**config.mk**
```make
export PLATFORM = sky130hd
export DESIGN_NAME = dl_hs_tx_sequencer
export DESIGN_NICKNAME = d
export VERILOG_FILES = /design/src/rtl/dphy_lane_pkg.sv /design/src/rtl/dl_hs_serializer.sv /design/src/rtl/dl_hs_tx_sequencer.sv
export SDC_FILE = /design/constraint.sdc
export NUM_CORES = 1
export LEC_CHECK = 0
export CORE_MARGIN = 2
export CORE_UTILIZATION = 30
export CTS_BUF_LIST = sky130_fd_sc_hd__clkbuf_16
export CTS_CLUSTER_SIZE = 28
export DETAILED_ROUTE_END_ITERATION = 10
export SYNTH_ARGS = -nofsm -noshare
export SYNTH_HDL_FRONTEND = slang
export SYNTH_SLANG_ARGS = --single-unit
```
**constraint.sdc**
```tcl
create_clock -name clk -period 2.15 [get_ports clk]
set_clock_uncertainty 0.05 [all_clocks]
set_input_delay 0.3225 -clock clk [delete_from_list [all_inputs] [get_ports clk]]
set_output_delay 0.3225 -clock clk [all_outputs]
set_load 0.03 [all_outputs]
```
**src/rtl/dphy_lane_pkg.sv**
```systemverilog
// D-PHY data-lane definitions shared by the transmit and receive sides:
// lane sequencer states, LP line-state encodings as {lpp,lpn} and small
// decode helpers.
package dphy_lane_pkg;

    typedef enum logic [3:0] {
        STOP,
        HS_RQST,
        HS_PREP,
        HS_ZERO,
        HS_SYNC,
        HS_DATA,
        HS_TRAIL,
        HS_EXIT,
        ULPS_ENT,
        ULPS,
        ULPS_WAKE
    } lane_state_t;

    localparam logic [1:0] LP11 = 2'b11;
    localparam logic [1:0] LP10 = 2'b10;
    localparam logic [1:0] LP01 = 2'b01;
    localparam logic [1:0] LP00 = 2'b00;

    // LP line level driven in each state; HS states keep both LP lines low.
    function automatic logic [1:0] lp_level(input lane_state_t st);
        case (st)
            STOP, HS_EXIT:       return LP11;
            HS_RQST:             return LP01;
            ULPS_ENT, ULPS_WAKE: return LP10;
            default:             return LP00;
        endcase
    endfunction

    // High when the HS driver owns the lane.
    function automatic logic hs_drive(input lane_state_t st);
        return (st == HS_ZERO) || (st == HS_SYNC) || (st == HS_DATA) || (st == HS_TRAIL);
    endfunction

    function automatic int unsigned umax(input int unsigned a, input int unsigned b);
        return (a > b) ? a : b;
    endfunction

endpackage

```
**src/rtl/dl_hs_serializer.sv**
```systemverilog
// 8-bit LSB-first shift register with a wrapping 3-bit bit index.
// next_bit is the bit that will be on the wire after the coming edge, so the
// sequencer can register its hs output without an extra stage of latency.
module dl_hs_serializer (
    input  logic       clk,
    input  logic       rst_n,
    input  logic       load,
    input  logic       shift,
    input  logic [7:0] din,
    output logic       next_bit,
    output logic       byte_done,
    output logic       last_bit
);

    logic [7:0] sreg;
    logic [2:0] bcnt;

    // Load a new byte (index restarts at 0) or shift one bit out per clock.
    always_ff @(posedge clk or negedge rst_n) begin
        if (!rst_n) begin
            sreg <= '0;
            bcnt <= '0;
        end else if (load) begin
            sreg <= din;
            bcnt <= '0;
        end else if (shift) begin
            sreg <= {1'b0, sreg[7:1]};
            bcnt <= bcnt + 3'd1;
        end
    end

    assign byte_done = (bcnt == 3'd7);
    assign last_bit  = sreg[0];
    assign next_bit  = load ? din[0] : (shift ? sreg[1] : sreg[0]);

endmodule

```
**src/rtl/dl_hs_tx_sequencer.sv**
```systemverilog
// Data-lane HS transmit sequencer: LP-11 -> LP-01 -> LP-00 -> HS-0 -> SYNC ->
// payload -> TRAIL -> LP-11. Lane outputs are registered from the next state.
// tx_ready/underrun are decoded from the current state and tx_valid so that
// the strobe and the load edge fall in the same cycle.
// Optional ultra-low-power state support: define DLSEQ_ULPS_EN.
module dl_hs_tx_sequencer
    import dphy_lane_pkg::*;
#(
    parameter int unsigned T_LPX        = 2,
    parameter int unsigned T_HS_PREPARE = 3,
    parameter int unsigned T_HS_ZERO    = 6,
    parameter int unsigned T_HS_TRAIL   = 4,
    parameter int unsigned T_HS_EXIT    = 3,
    parameter logic [7:0]  SYNC_BYTE    = 8'hB8
) (
    input  logic       clk,
    input  logic       rst_n,
    input  logic [7:0] tx_data,
    input  logic       tx_valid,
    input  logic       tx_last,
    output logic       tx_ready,
    output logic       lpp,
    output logic       lpn,
    output logic       hs,
    output logic       s,
    output logic       busy,
    output logic       underrun
`ifdef DLSEQ_ULPS_EN
    ,
    input  logic       ulps_req,
    output logic       ulps_act
`endif
);

    localparam int unsigned T_WAKE = 4 * T_LPX;
    localparam int unsigned T_MAX  = umax(umax(umax(T_LPX, T_HS_PREPARE), umax(T_HS_ZERO, T_HS_TRAIL)),
                                          umax(T_HS_EXIT, T_WAKE));
    localparam int unsigned CW     = $clog2(T_MAX) + 1;

    lane_state_t   state, state_n;
    logic [CW-1:0] cnt, cnt_n;
    logic          last_q;
    logic          load_sync, load_data, load, shift;
    logic [7:0]    din;
    logic          next_bit, byte_done, last_bit;
    logic          hs_n;

    dl_hs_serializer u_ser (
        .clk       (clk),
        .rst_n     (rst_n),
        .load      (load),
        .shift     (shift),
        .din       (din),
        .next_bit  (next_bit),
        .byte_done (byte_done),
        .last_bit  (last_bit)
    );

    assign load  = load_sync | load_data;
    assign shift = ((state == HS_SYNC) || (state == HS_DATA)) && !load_data;
    assign din   = load_sync ? SYNC_BYTE : tx_data;

    // Next-state, duration counter and handshake strobes.
    always_comb begin
        state_n   = state;
        cnt_n     = (cnt == '0) ? cnt : cnt - CW'(1);
        load_sync = 1'b0;
        load_data = 1'b0;
        tx_ready  = 1'b0;
        underrun  = 1'b0;
        case (state)
            STOP: begin
                if (tx_valid) begin
                    state_n = HS_RQST;
                    cnt_n   = CW'(T_LPX - 1);
                end
`ifdef DLSEQ_ULPS_EN
                else if (ulps_req) begin
                    state_n = ULPS_ENT;
                    cnt_n   = CW'(T_LPX - 1);
                end
`endif
            end
            HS_RQST: if (cnt == '0) begin
                state_n = HS_PREP;
                cnt_n   = CW'(T_HS_PREPARE - 1);
            end
            HS_PREP: if (cnt == '0) begin
                state_n = HS_ZERO;
                cnt_n   = CW'(T_HS_ZERO - 1);
            end
            HS_ZERO: if (cnt == '0) begin
                state_n   = HS_SYNC;
                load_sync = 1'b1;
            end
            HS_SYNC, HS_DATA: if (byte_done) begin
                if ((state == HS_DATA) && last_q) begin
                    state_n = HS_TRAIL;
                    cnt_n   = CW'(T_HS_TRAIL - 1);
                end else if (tx_valid) begin
                    state_n   = HS_DATA;
                    tx_ready  = 1'b1;
                    load_data = 1'b1;
                end else begin
                    state_n  = HS_TRAIL;
                    underrun = 1'b1;
                    cnt_n    = CW'(T_HS_TRAIL - 1);
                end
            end
            HS_TRAIL: if (cnt == '0) begin
                state_n = HS_EXIT;
                cnt_n   = CW'(T_HS_EXIT - 1);
            end
            HS_EXIT: if (cnt == '0) begin
                state_n = STOP;
            end
`ifdef DLSEQ_ULPS_EN
            ULPS_ENT: if (cnt == '0) begin
                state_n = ULPS;
            end
            ULPS: if (!ulps_req) begin
                state_n = ULPS_WAKE;
                cnt_n   = CW'(T_WAKE - 1);
            end
            ULPS_WAKE: if (cnt == '0) begin
                state_n = STOP;
            end
`endif
            default: state_n = STOP;
        endcase
    end

    // HS bit for the coming cycle: serial data, held inverted last bit in trail, else 0.
    always_comb begin
        hs_n = 1'b0;
        case (state_n)
            HS_SYNC, HS_DATA: hs_n = next_bit;
            HS_TRAIL:         hs_n = (state == HS_TRAIL) ? hs : ~last_bit;
            default:          hs_n = 1'b0;
        endcase
    end

    // State, counter and registered lane outputs.
    always_ff @(posedge clk or negedge rst_n) begin
        if (!rst_n) begin
            state  <= STOP;
            cnt    <= '0;
            last_q <= 1'b0;
            lpp    <= 1'b1;
            lpn    <= 1'b1;
            hs     <= 1'b0;
            s      <= 1'b0;
            busy   <= 1'b0;
`ifdef DLSEQ_ULPS_EN
            ulps_act <= 1'b0;
`endif
        end else begin
            state <= state_n;
            cnt   <= cnt_n;
            if (load_data) begin
                last_q <= tx_last;
            end
            {lpp, lpn} <= lp_level(state_n);
            hs         <= hs_n;
            s          <= hs_drive(state_n);
            busy       <= (state_n != STOP);
`ifdef DLSEQ_ULPS_EN
            ulps_act <= (state_n == ULPS);
`endif
        end
    end

endmodule

```
==> results of run 1 <==
-- cell families (layout without fill, tap and decap cells) --
| group | after synthesis | in the layout | share of synthesized area, % |
|---|---|---|---|
| and+or+nand+nor | 56 | 56 | 22.1 |
| AOI/OAI and AO/OA | 41 | 41 | 19.2 |
| DFF | 25 | 25 | 43.6 |
| buffers and inverters | 18 | 45 | 5.73 |
| adders and majority gates | 5 | 5 | 4.34 |
| muxes | 5 | 5 | 3.56 |
| xor gates and xnor gates | 2 | 2 | 1.22 |
| other | 1 | 1 | 0.260 |
-- where the power goes --
group | leakage, nW | switching [W] | internal (W)
clock network | 0.0371 | 0.000177 | 0.000253
registers | 0.280 | 0.0000920 | 0.000581
logic | 0.491 | 0.000356 | 0.000344
total | 0.808 | 0.000624 | 0.00118
-- worst max-delay path, cell delays in order (launching register included) --
cell and delay, ns:
dfrtp_1 0.40, inv_1 0.09, ha_2 0.22, nor3b_4 0.23
inv_2 0.07, ha_1 0.20, and2_1 0.15, o21ai_0 0.15
a21oi_1 0.08, nor2_1 0.14, o221ai_1 0.13
-- what timing repair did --
action / in CTS / in global routing
endpoints found under the setup margin: 0 / 3
endpoints found under the hold margin: 0 / 0
resized for setup: 0 / 6
-- synth_stat cells, drive strengths merged (2+ instances only) --
master and instances:
a221oi 3, or3b 3, clkbuf 2, nor3b 3, dfstp 2, xnor2 2
or3 2, a31oi 2, a21oi 13, dfrtp 23, nor3 4, o211ai 2
nand3 7, mux2i 4, ha 5, nand2 14, o21ai 7, inv 9
nor2 11, nand3b 2, and2 3, buf 7
-- stage by stage --
step,power (W),instance area [um2],hold slack [ns]
after global routing,0.00194,1870,0.420
after global placement,0.00133,1760,0.437
final,0.00180,1870,0.370
after floorplan,0.00113,1460,-0.0231
after detailed placement,0.00134,1760,0.444
after CTS,0.00177,1840,0.378
-- per-layer routing --
metal | vias up | global-route usage [%]
met4 | 0 | 3.03
met1 | 565 | 18.9
met3 | 2 | 2.74
met5 | - | 0
li1 | 610 | -
met2 | 17 | 22.1
-- sequential cells by signal (all words and copies together) (netlist names), 3 cells and up --
register    cells
u_ser.sreg      8
state           4
u_ser.bcnt      3
cnt             4
-- path summary, 6_finish.rpt --
path                                             end  cells after the start                       from  slack [ns]
hold reg to reg            u_ser.sreg[2]$_DFFE_PN0P_                      2  u_ser.sreg[2]$_DFFE_PN0P_        0.46
hold / removal                      cnt[0]$_DFF_PN0_                      2                      rst_n        0.37
max in group asynchronous              lpp$_DFF_PN1_                      2                      rst_n        1.38
min in group clk           u_ser.sreg[2]$_DFFE_PN0P_                      2  u_ser.sreg[2]$_DFFE_PN0P_        0.46
setup / recovery                    cnt[0]$_DFF_PN0_                     10           cnt[1]$_DFF_PN0_        0.10
setup reg to reg                    cnt[0]$_DFF_PN0_                     10           cnt[1]$_DFF_PN0_        0.10
-- final cells by class --
cell class	instances	area, um2	share of cell area (%)
well taps	54	67.6	3.62
inverters	9	33.8	1.81
repair buffers	32	280	15.0
clock inverters	1	7.51	0.402
clock buffers	3	75.1	4.02
multi-input cells	110	773	41.4
flip-flops and latches	25	629	33.7
-- placed cells by master, fill, tap and decap left out, types with 2 or more instances in the layout --
master,n
o21ai_0,7
xnor2_1,2
clkbuf_16,3
mux2i_1,4
nand3b_1,2
a221oi_1,3
and2_1,3
nor3_1,4
dfstp_2,2
nor2_1,11
a31oi_1,2
nand2_1,14
nand3_1,7
a21oi_1,13
o211ai_1,2
clkdlybuf4s50_1,16
inv_1,7
buf_4,16
ha_1,3
or3_1,2
dfrtp_1,22
inv_2,2
==> results_dict.tcl, run 1 <==
set metrics [dict create \
    cts_hold_buf 0 \
    postRouteAntennaNets 0 \
    drt_iter0_drc 34 \
    grt_antenna_before_repair 0 \
    fillCellCount 476 \
    crit_path_max_fanout 4 \
    fmax_mhz 489 \
    grt_pass1_wl_mm 5.79 \
    synth.distinct_cells 49 \
    drcViolationCount 0 \
    period_needed_ns 2.05 \
    die_w_um 73.3 \
    finalWirelength_mm 3.34 \
    hold_path_class "input port to async pin" \
    drv_slew 0 \
    vias 1194 \
    cts_buffers 3 \
    die_h_um 73.3 \
    grt_overflow 0 \
    cts_max_level 1 \
    ys_ff_latch 25 \
    start_kind "flip-flop" \
    io_pins 19 \
    cts_root_buf "clkbuf_16" \
    num_antenna_cells 0 \
    grt_pass1_vias 1247 \
    top_layer_used "met4" \
    drt_pass1_iterations 4 \
    wl_met1_mm 1.69 \
    grt_max_degree 26 \
    synth_top_area_cell "dfrtp_1" \
    status "completed" \
    via_per_inst 5.10 \
    synth.net_count 170 \
    fin_crit_sh_pct 95.1 \
    synth_edf_count 0 \
    ys.flop_type "dfrtp_1" \
    start_util_pct 30.7 \
    core_um2 4690 \
    clock_latency_ns 0.26 \
    grt_use_total_pct 13.6 \
    final_net_count 198 \
    hpwl_mm 2.40 \
    finalSetupViolCount 0 \
    synthTopCellsByArea "dfrtp_1, a21oi_1, ha_1, dfstp_2, nand2_1" \
    final_cells 234 \
    yosysWarnings 0 \
    drv_cap 0 \
    worst_ep_required_time_ns 2.23 \
    postSynthAreaPerCell_um2 9.42 \
    met2_length_mm 1.50 \
    numPortBuffers 18 \
    dieArea_um2 5380 \
    crit_path_end_kind "flip-flop" \
    fin_util_pct 39.8 \
    cts_tree "yes" \
    synth_top_area_share_pct 39.9 \
    cp.arrival_ns 2.13 \
    finalHoldViolCount 0 \
    worst_slack_ns 0.105 \
    critical_path_class "flip-flop to flip-flop" \
    wl_met3_um 125 \
    p_leak_nw 0.808 \
    drive_gt1_share_pct 19.4 \
    clock-sinks 25 \
    place_inst 230 \
    synth.yosys.seq_area_share_pct 43.6 \
    rsz0062_at_grt "no" \
    place_congestion 0.847 \
    pre_cts_ws_ns 0.104 \
    ys_async_sr_fraction_pct 100 \
    area_delta_synth_final_pct 29.5 \
    post_drt_wl_per_cell_um 14.3 \
    clk_pin_slew_worst_paths_ns 0.07 \
    finalSetupTns_ns 0 \
    synth_area_um2 1440 \
    netlist_instances 153 \
    power.density_nw_per_um2 965 \
    max-vdd-ir-drop_v 0.000341 \
    num_rows 25 \
    cts_setup_buffers 0 \
    cts_buffer_depth 2 \
]
Power figures use the tool's default switching activity.
==> run 2, diff against run 1 <==
CAP_MARGIN = 20   (was unset)
==> results of run 2 <==
No change in the layout: final DEF, timing and power equal those of run 1.
